===== src/rtl/exec_ctrl_unit.sv =====
// exec_ctrl_unit: EX-stage ALU control decode plus optional iterative mul/div unit enabled by EXEC_CTRL_MULDIV_EN
module exec_ctrl_unit #(
  parameter int XLEN = 32
) (
  input  logic            clk,
  input  logic            rst_n,
  input  logic            valid_in,
  input  logic            flush,
  input  logic [3:0]      alu_op,
  input  logic [4:0]      funct,
  input  logic [XLEN-1:0] op_a,
  input  logic [XLEN-1:0] op_b,
  output logic [3:0]      alu_cntl,
  output logic            mdu_busy,
  output logic            mdu_valid,
  output logic [XLEN-1:0] mdu_result
);
  logic [2:0] f3;
  logic [3:0] rv_cntl;
  assign f3 = funct[2:0];
  // RV32I funct3 decode shared by OP-IMM and OP, then per-class overrides
  always_comb begin
    rv_cntl = f3 == 3'b000 ? 4'b0110 :
              f3 == 3'b001 ? 4'b0011 :
              f3 == 3'b010 ? 4'b1000 :
              f3 == 3'b011 ? 4'b1001 :
              f3 == 3'b100 ? 4'b0010 :
              f3 == 3'b101 ? (funct[3] ? 4'b0101 : 4'b0100) :
              f3 == 3'b110 ? 4'b0001 : 4'b0000;
    alu_cntl = (alu_op == 4'b0000 || alu_op == 4'b0010) ? 4'b0110 :
               alu_op == 4'b0011 ? (f3 < 3'b011 ? 4'b0110 : 4'b1111) :
               alu_op == 4'b0001 ? ((f3 == 3'b001 && funct[3]) ? 4'b1111 : rv_cntl) :
               alu_op == 4'b0100 ? (funct[4] ? 4'b1111 : (f3 == 3'b000 && funct[3]) ? 4'b0111 : rv_cntl) :
               4'b1111;
  end
`ifdef EXEC_CTRL_MULDIV_EN
  typedef enum logic [1:0] {IDLE, MUL, DIV, DONE} state_t;
  localparam int CW = $clog2(XLEN);
  state_t            state;
  logic [CW-1:0]     cnt;
  logic [XLEN-1:0]   m, mag_a, mag_b, q_s, r_s;
  logic [2*XLEN-1:0] p, p_nx, prod;
  logic [XLEN:0]     sum, diff;
  logic [2:0]        f3_q;
  logic              sa, sb, na, nb, accept, last;
  assign accept   = state == IDLE && valid_in && !flush && alu_op == 4'b0100 && funct[4];
  assign na       = op_a[XLEN-1] && f3 != 3'b011 && f3 != 3'b101 && f3 != 3'b111;
  assign nb       = op_b[XLEN-1] && (f3 == 3'b000 || f3 == 3'b001 || f3 == 3'b100 || f3 == 3'b110);
  assign mag_a    = na ? -op_a : op_a;
  assign mag_b    = nb ? -op_b : op_b;
  assign last     = cnt == CW'(XLEN - 1);
  assign mdu_busy = accept || state == MUL || state == DIV;
  // one shift-add (MUL) or restoring-subtract (DIV) step on {hi, lo}, plus sign fix-up of the final value
  always_comb begin
    sum  = {1'b0, p[2*XLEN-1:XLEN]} + (p[0] ? {1'b0, m} : '0);
    diff = {p[2*XLEN-1:XLEN], p[XLEN-1]} - {1'b0, m};
    p_nx = state == MUL ? {sum, p[XLEN-1:1]} :
           {diff[XLEN] ? {p[2*XLEN-2:XLEN], p[XLEN-1]} : diff[XLEN-1:0], p[XLEN-2:0], ~diff[XLEN]};
    prod = (sa ^ sb) ? -p_nx : p_nx;
    q_s  = (sa ^ sb) ? -p_nx[XLEN-1:0] : p_nx[XLEN-1:0];
    r_s  = sa ? -p_nx[2*XLEN-1:XLEN] : p_nx[2*XLEN-1:XLEN];
  end
  // FSM: accept, iterate XLEN steps, publish the result with a one-cycle valid pulse
  always_ff @(posedge clk or negedge rst_n) begin
    if (!rst_n) begin
      state      <= IDLE;
      cnt        <= '0;
      m          <= '0;
      p          <= '0;
      f3_q       <= '0;
      sa         <= 1'b0;
      sb         <= 1'b0;
      mdu_valid  <= 1'b0;
      mdu_result <= '0;
    end else begin
      mdu_valid <= 1'b0;
      if (flush) begin
        state <= IDLE;
        cnt   <= '0;
      end else begin
        case (state)
          IDLE: if (accept) begin
            f3_q <= f3;
            sa   <= na;
            sb   <= nb;
            cnt  <= '0;
            if (!f3[2]) begin
              state <= MUL;
              m     <= mag_a;
              p     <= {{XLEN{1'b0}}, mag_b};
            end else if (op_b != '0) begin
              state <= DIV;
              m     <= mag_b;
              p     <= {{XLEN{1'b0}}, mag_a};
            end else begin
              state      <= DONE;
              mdu_valid  <= 1'b1;
              mdu_result <= f3[1] ? op_a : '1;
            end
          end
          MUL, DIV: begin
            p   <= p_nx;
            cnt <= cnt + CW'(1);
            if (last) begin
              state      <= DONE;
              mdu_valid  <= 1'b1;
              mdu_result <= state == DIV ? (f3_q[1] ? r_s : q_s) :
                            f3_q == 3'b000 ? prod[XLEN-1:0] : prod[2*XLEN-1:XLEN];
            end
          end
          default: state <= IDLE;
        endcase
      end
    end
  end
`else
  logic unused;
  assign unused     = ^{clk, rst_n, valid_in, flush, op_a, op_b};
  assign mdu_busy   = 1'b0;
  assign mdu_valid  = 1'b0;
  assign mdu_result = '0;
`endif
endmodule


===== config.mk =====
export PLATFORM = sky130hd
export DESIGN_NAME = exec_ctrl_unit
export DESIGN_NICKNAME = d
export VERILOG_FILES = /design/src/rtl/exec_ctrl_unit.sv
export SDC_FILE = /design/constraint.sdc
export NUM_CORES = 1
export LEC_CHECK = 0
export ABC_AREA = 1
export CAP_MARGIN = 0
export CORE_MARGIN = 2
export CORE_UTILIZATION = 17
export DETAILED_ROUTE_END_ITERATION = 8
export MAX_ROUTING_LAYER = met4
export PLACE_DENSITY_LB_ADDON = 0.12
export SETUP_SLACK_MARGIN = 0.3
export SKIP_LAST_GASP = 1
export SLEW_MARGIN = 15
export SYNTH_ARGS = -nofsm -noshare
export SYNTH_HDL_FRONTEND = slang
export SYNTH_SLANG_ARGS = --single-unit

===== constraint.sdc =====
create_clock -name vclk -period 0.8
set_input_delay 0.12 -clock vclk [all_inputs]
set_output_delay 0.12 -clock vclk [all_outputs]
set_load 0.05 [all_outputs]

==> key figures, run 1 <==
Setup path
  • Setup crit end kind: output pin
  • WP buf/inv: 3
  • Arrival time worst endpoint: 0.94 ns
  • Crit path max-delay cell type: buf_12
  • Setup crit start kind: primary input
  • Crit path max fanout: 4
  • Max incr delay on CP: 0.17 ns
  • Setup CP Type: primary input to output pin
  • Cell Chain, Critical Path: buf_8, nor2_4, nand2_2, nand2_2, buf_6, o2111ai_4, buf_12
  • Cell family with most CP delay: buffers and inverters
  • Most used cell, CP: nand2_2
  • CP required: 0.68 ns

Status
  • Failing checks: negative setup slack
  • Status: complete, but fails checks

Layout
  • FF/Latch Area: 0 sq um
  • Final Net Count: 176
  • Fraction of layout instances using a drive strength above 1: 0.4536
  • Area growth syn-to-layout: 52.46%
  • Clock buffers: 0
  • Fill count: 289
  • Area taken by multi-input logic gates: 395.4 sq um
  • FF+latch count: 0
  • Ant diodes: 0

Global route
  • Gr ovfl total: 0
  • First-pass GRT wire length: 1.352 mm
  • Largest net degree at the start of global routing: 7
  • Antenna violations before repair: 0
  • GRT Util Overall: 0.05116
  • Vias in the first global route: 316

Timing
  • Period Utilization, post-route: 1.322
  • Final setup fails: 4
  • FMAX: 0.9456 GHz
  • PnR worst setup slack: -0.2575 ns
  • Count of final max-slew check failures: 0
  • Final-report hold violation count: 0
  • RSZ-0062 raised after global routing: yes
  • Crit path time final: 1.057 ns

Die
  • Die Area: 3125 sq um
  • I/O pins: 115
  • Die Width: 55.90 um
  • Starting density of the core: 0.1815
  • # rows: 18
  • Core Region: 2522 sq um
  • Die Ht: 55.90 um

Place
  • Port buffer count: 13
  • Worst slack at placement: -0.7553 ns
  • Post-DP HPWL: 765.2 um
  • Final RePlAce weighted congestion: 0.7501

Worst hold path
  • Hold path startpoint: funct[2]
  • Hold crit path type: primary input to output pin
  • Hold Path Cell Cnt: 4
  • Hold Path Sink: alu_cntl[1]

Pwr
  • Switching part of the total: 0.7787
  • Share of total power in combinational logic: 1.000
  • Power Density: 922.7 nW/um^2
  • Int Pwr: 142.6 uW
  • Tot Pwr: 644.2 uW
  • Worst vdd ir: 0.4173 mV
  • Clock share of power: 0
  • Sw power: 501.6 uW
  • Sequential Power Share: 0
  • Static Leakage: 0.3457 nW

Synth
  • Biggest area consumer among synthesized cells: buf_4
  • Yosys top cell area share: 0.5574
  • Synth warn: 0
  • Synthesized area per cell: 5.871 sq um
  • Post-Syn Area: 457.9 sq um
  • Cells after Synth: 78
  • Count leader, synth: buf_4
  • Sequential share of the synthesized area: 0
  • Commonest cells post-synth: buf_4 (34), nand2_1 (11), nor2_1 (8), inv_1 (5), nand3_1 (4)
  • Ranking of synthesized cells by area: buf_4 (56%), nand2_1 (9.0%), nor2_1 (6.6%)
  • Yosys cell types: 14

CTS
  • Hold bufs inserted after CTS: 0

Flow run
  • Max-cap viol count: 0

Routing
  • Post-route ant nets: 0
  • Pre-antenna DRT Iters: 4
  • Total wire length: 864 um
  • Via density: 3.181
  • First DRT Iteration DRCs: 8
  • Wire per inst: 6.803 um
  • Vias: 404
  • # DRC: 0
## placed cells by master, fill, tap and decap left out, types with 2 or more instances in the layout
cell / n
conb_1: 34
buf_8: 3
nor2_4: 7
nand2_2: 5
o21ai_2: 2
nand2_1: 9
nand3_2: 3
inv_1: 2
buf_4: 7
buf_12: 4
buf_6: 3
nor2_1: 2
nand4_1: 2
nor2_2: 2
inv_2: 3
## cell families after synthesis
group | share of synthesized area
buf+inv | 0.6148
compound gates | 0.06831
other cells | 0.008189
simple gates | 0.3088
## metal layers
metal | wire (um) | global-route usage
met4 | 0 | 0
met3 | 86 | 0.002326
met2 | 362 | 0.07143
met5 | 0 | -
met1 | 415 | 0.08460
## worst max path at each step
stage	from	endpoint	slack, ns	depth (start not counted)
floorplan	funct[2]	alu_cntl[0]	-0.1	6
global placement	alu_op[2]	alu_cntl[0]	-0.76	9
detailed placement	alu_op[2]	alu_cntl[2]	-0.76	7
CTS	alu_op[2]	alu_cntl[0]	-0.26	8
global route	funct[0]	alu_cntl[0]	-0.32	9
finish	alu_op[2]	alu_cntl[1]	-0.26	7
## layout make-up
cell class | instances | area share
multi-input cells | 70 | 0.5663
repair buffers | 20 | 0.3297
inverters | 7 | 0.05018
well taps | 30 | 0.05376
## stage by stage
step / area (sq um) / hold WS [ns] / setup TNS [ns] / util / std cells
4_1_cts: 686.9 / 0.7345 / -1.013 / 0.2723 / 127
3_3_place_gp: 669.4 / 1.169 / -3.018 / 0.2654 / 126
5_1_grt: 698.2 / 0.7596 / -1.242 / 0.2768 / 127
6_report: 698.2 / 0.7307 / -0.9991 / 0.2768 / 127
2_1_floorplan: 671.9 / 0.4853 / -0.1921 / - / 111
3_5_place_dp: 669.4 / 1.156 / -2.988 / 0.2654 / 126
## power groups by stage
stage          Sequential [mW]  Combinational, mW  Clock, mW
2_1_floorplan                0              0.608          0
3_3_place_gp                 0              0.631          0
3_5_place_dp                 0              0.628          0
4_1_cts                      0              0.637          0
5_1_grt                      0              0.672          0
6_report                     0              0.644          0
## repair_timing
item | in CTS | in global routing
setup endpoints to repair | 4 | 4
pin swaps | 15 | 12
gates resized for setup | 46 | 8
setup buffers | 1 | 0
Note: power is estimated with default switching activity, not from simulation.
==> run 2, diff against run 1 <==
--- a/config.mk
+++ b/config.mk
@@ -11,7 +11,7 @@
 export CORE_UTILIZATION = 17
 export DETAILED_ROUTE_END_ITERATION = 8
 export MAX_ROUTING_LAYER = met4
-export PLACE_DENSITY_LB_ADDON = 0.12
+export PLACE_DENSITY = 0.85
 export SETUP_SLACK_MARGIN = 0.3
 export SKIP_LAST_GASP = 1
 export SLEW_MARGIN = 15
==> run 2 against run 1 <==
Net effect:
- the flow still finishes with violations (negative setup slack)
- final cell count is 2.4% higher
- first-iteration DRC count is 13% lower
- die area stayed put
- via count is 7.2% higher
- count of clock-buffer cells in the layout stayed put
- non-clock buffer count is 3 higher
- combinational power is 5.1% higher
==> key figures, run 2 (synthesis gave the netlist of run 1 again) <==
Place
  • Final RePlAce weighted congestion: 0.8413
  • Port buffer count: 13
  • Placed Cells: 125
  • Worst slack at placement: -0.7982 ns
  • Post-DP HPWL: 849.3 um

Worst hold path
  • Hold Path Cell Cnt: 4
  • Hold crit path type: primary input to output pin

Global route
  • First-pass GRT wire length: 1.524 mm
  • Largest net degree at the start of global routing: 7
  • Gr ovfl total: 0
  • Antenna violations before repair: 0
  • GRT Util Overall: 0.06050
  • Vias in the first global route: 344

Pwr
  • Worst vdd ir: 0.3083 mV
  • Static Leakage: 0.3787 nW
  • Tot Pwr: 677.3 uW
  • Power Density: 877.4 nW/um^2

Die
  • Die Ht: 55.90 um
  • Starting density of the core: 0.1815
  • Die Area: 3125 sq um
  • Core Region: 2522 sq um
  • # rows: 18
  • Die Width: 55.90 um
  • I/O pins: 115

Layout
  • FF+latch count: 0
  • Fraction of layout instances using a drive strength above 1: 0.4800
  • Fin cells: 130
  • Most common cell after layout, fill and taps aside: conb_1
  • Ant diodes: 0
  • Fin util: 0.3061
  • Clock buffers: 0
  • Area growth syn-to-layout: 68.58%
  • Fill count: 289
  • FF/Latch Area: 0 sq um
  • Final Net Count: 179
  • Commonest non-fill, non-tap cells in the layout: conb_1 (34), nand2_1 (8), nor2_4 (7), buf_6 (7), buf_4 (7)

Setup path
  • Arrival time worst endpoint: 0.96 ns
  • Setup CP Type: primary input to output pin
  • CP required: 0.68 ns
  • Setup crit end kind: output pin
  • Crit path max fanout: 4
  • Setup crit start kind: primary input

Timing
  • Final-report hold violation count: 0
  • Fin Hold WS: 0.7277 ns
  • Crit path time final: 1.076 ns
  • PnR worst setup slack: -0.2765 ns
  • Period Utilization, post-route: 1.346
  • FMAX: 0.9289 GHz
  • RSZ-0062 raised after global routing: yes
  • Final setup fails: 4
  • Count of final max-slew check failures: 0

Routing
  • Via density: 3.331
  • Vias: 433
  • Wire per inst: 8.185 um
  • Total wire length: 1.064 mm
  • First DRT Iteration DRCs: 7
  • Post-route ant nets: 0
  • Pre-antenna DRT Iters: 3
  • # DRC: 0

Flow run
  • Max-cap viol count: 0

Status
  • Status: complete, but fails checks
  • Failing checks: negative setup slack
[run 2: changes by cell type in the layout (fill, tap and decap cells not counted), moves of 2 or more]
cell	change
nand2_4	+2
o21ai_2	-2
buf_6	+4
inv_2	-2
o21ai_4	+2
[run 2: per-stage QoR]
stage                     TNS (ns)  cell area (sq um)
after global placement      -2.945              649.4
after detailed placement    -3.026              649.4
after CTS                   -1.090              699.4
final                       -1.033              772.0
after floorplan            -0.1921              671.9
after global routing        -1.269              772.0
[run 2: worst paths after layout]
path / startpoint / to
setup / recovery: alu_op[3] / alu_cntl[2]
hold / removal: funct[2] / alu_cntl[1]
[run 2: final cells by class]
type	count	area, sq um	share of cell area
Inverter	7	37.54	0.04862
Multi-Input combinational cell	70	425.4	0.5511
Tap cell	30	37.54	0.04862
Timing Repair Buffer	23	271.5	0.3517
[run 2: power by group]
part / internal, mW / total [mW] / switching (mW)
Clock: 0 / 0 / 0
Sequential: 0 / 0 / 0
Combinational: 0.162 / 0.677 / 0.516
Total: 0.162 / 0.677 / 0.516
[run 2: routing by layer]
metal / global-route usage / up-vias / part of all wire
met5: - / - / 0
met1: 0.08738 / 186 / 0.38
met4: 0 / 0 / 0
li1: - / 218 / -
met3: 0 / 0 / 0.084
met2: 0.1020 / 29 / 0.53
[run 2: worst max-delay path, stage by stage]
cell	delay (ns)
buf_8	0.10
nor2_4	0.16
nand2_4	0.09
buf_6	0.12
nor2_2	0.09
nor2_1	0.05
nand3_2	0.09
buf_12	0.14
[run 2: timing repair]
| item | in CTS | in global routing |
|---|---|---|
| hold buffers | 0 | 0 |
| setup endpoints to repair | 4 | 4 |
| buffers inserted | 4 | 1 |
| pin swaps | 15 | 18 |
| gates resized for setup | 52 | 18 |
==> run 3, diff against run 2 <==
==> constraint.sdc (replaced) <==
create_clock -name vclk -period 1
set_input_delay 0.15 -clock vclk [all_inputs]
set_output_delay 0.15 -clock vclk [all_outputs]
set_load 0.05 [all_outputs]
==> results of run 3 <==
The final DEF is identical to that of run 2. Status: complete, but fails checks: negative setup slack.
Among the figures that moved: final weighted congestion in routability-driven placement 0.8413 -> 0.8414; setup slack after placement -0.7982 ns -> -0.6582 ns; setup slack after layout -0.2765 ns -> -0.1365 ns; setup TNS -1.033 ns -> -0.4733 ns; hold slack 0.7277 ns -> 0.7877 ns; total power 0.6773 mW -> 0.5419 mW; worst IR drop on VDD 0.3083 mV -> 0.2466 mV
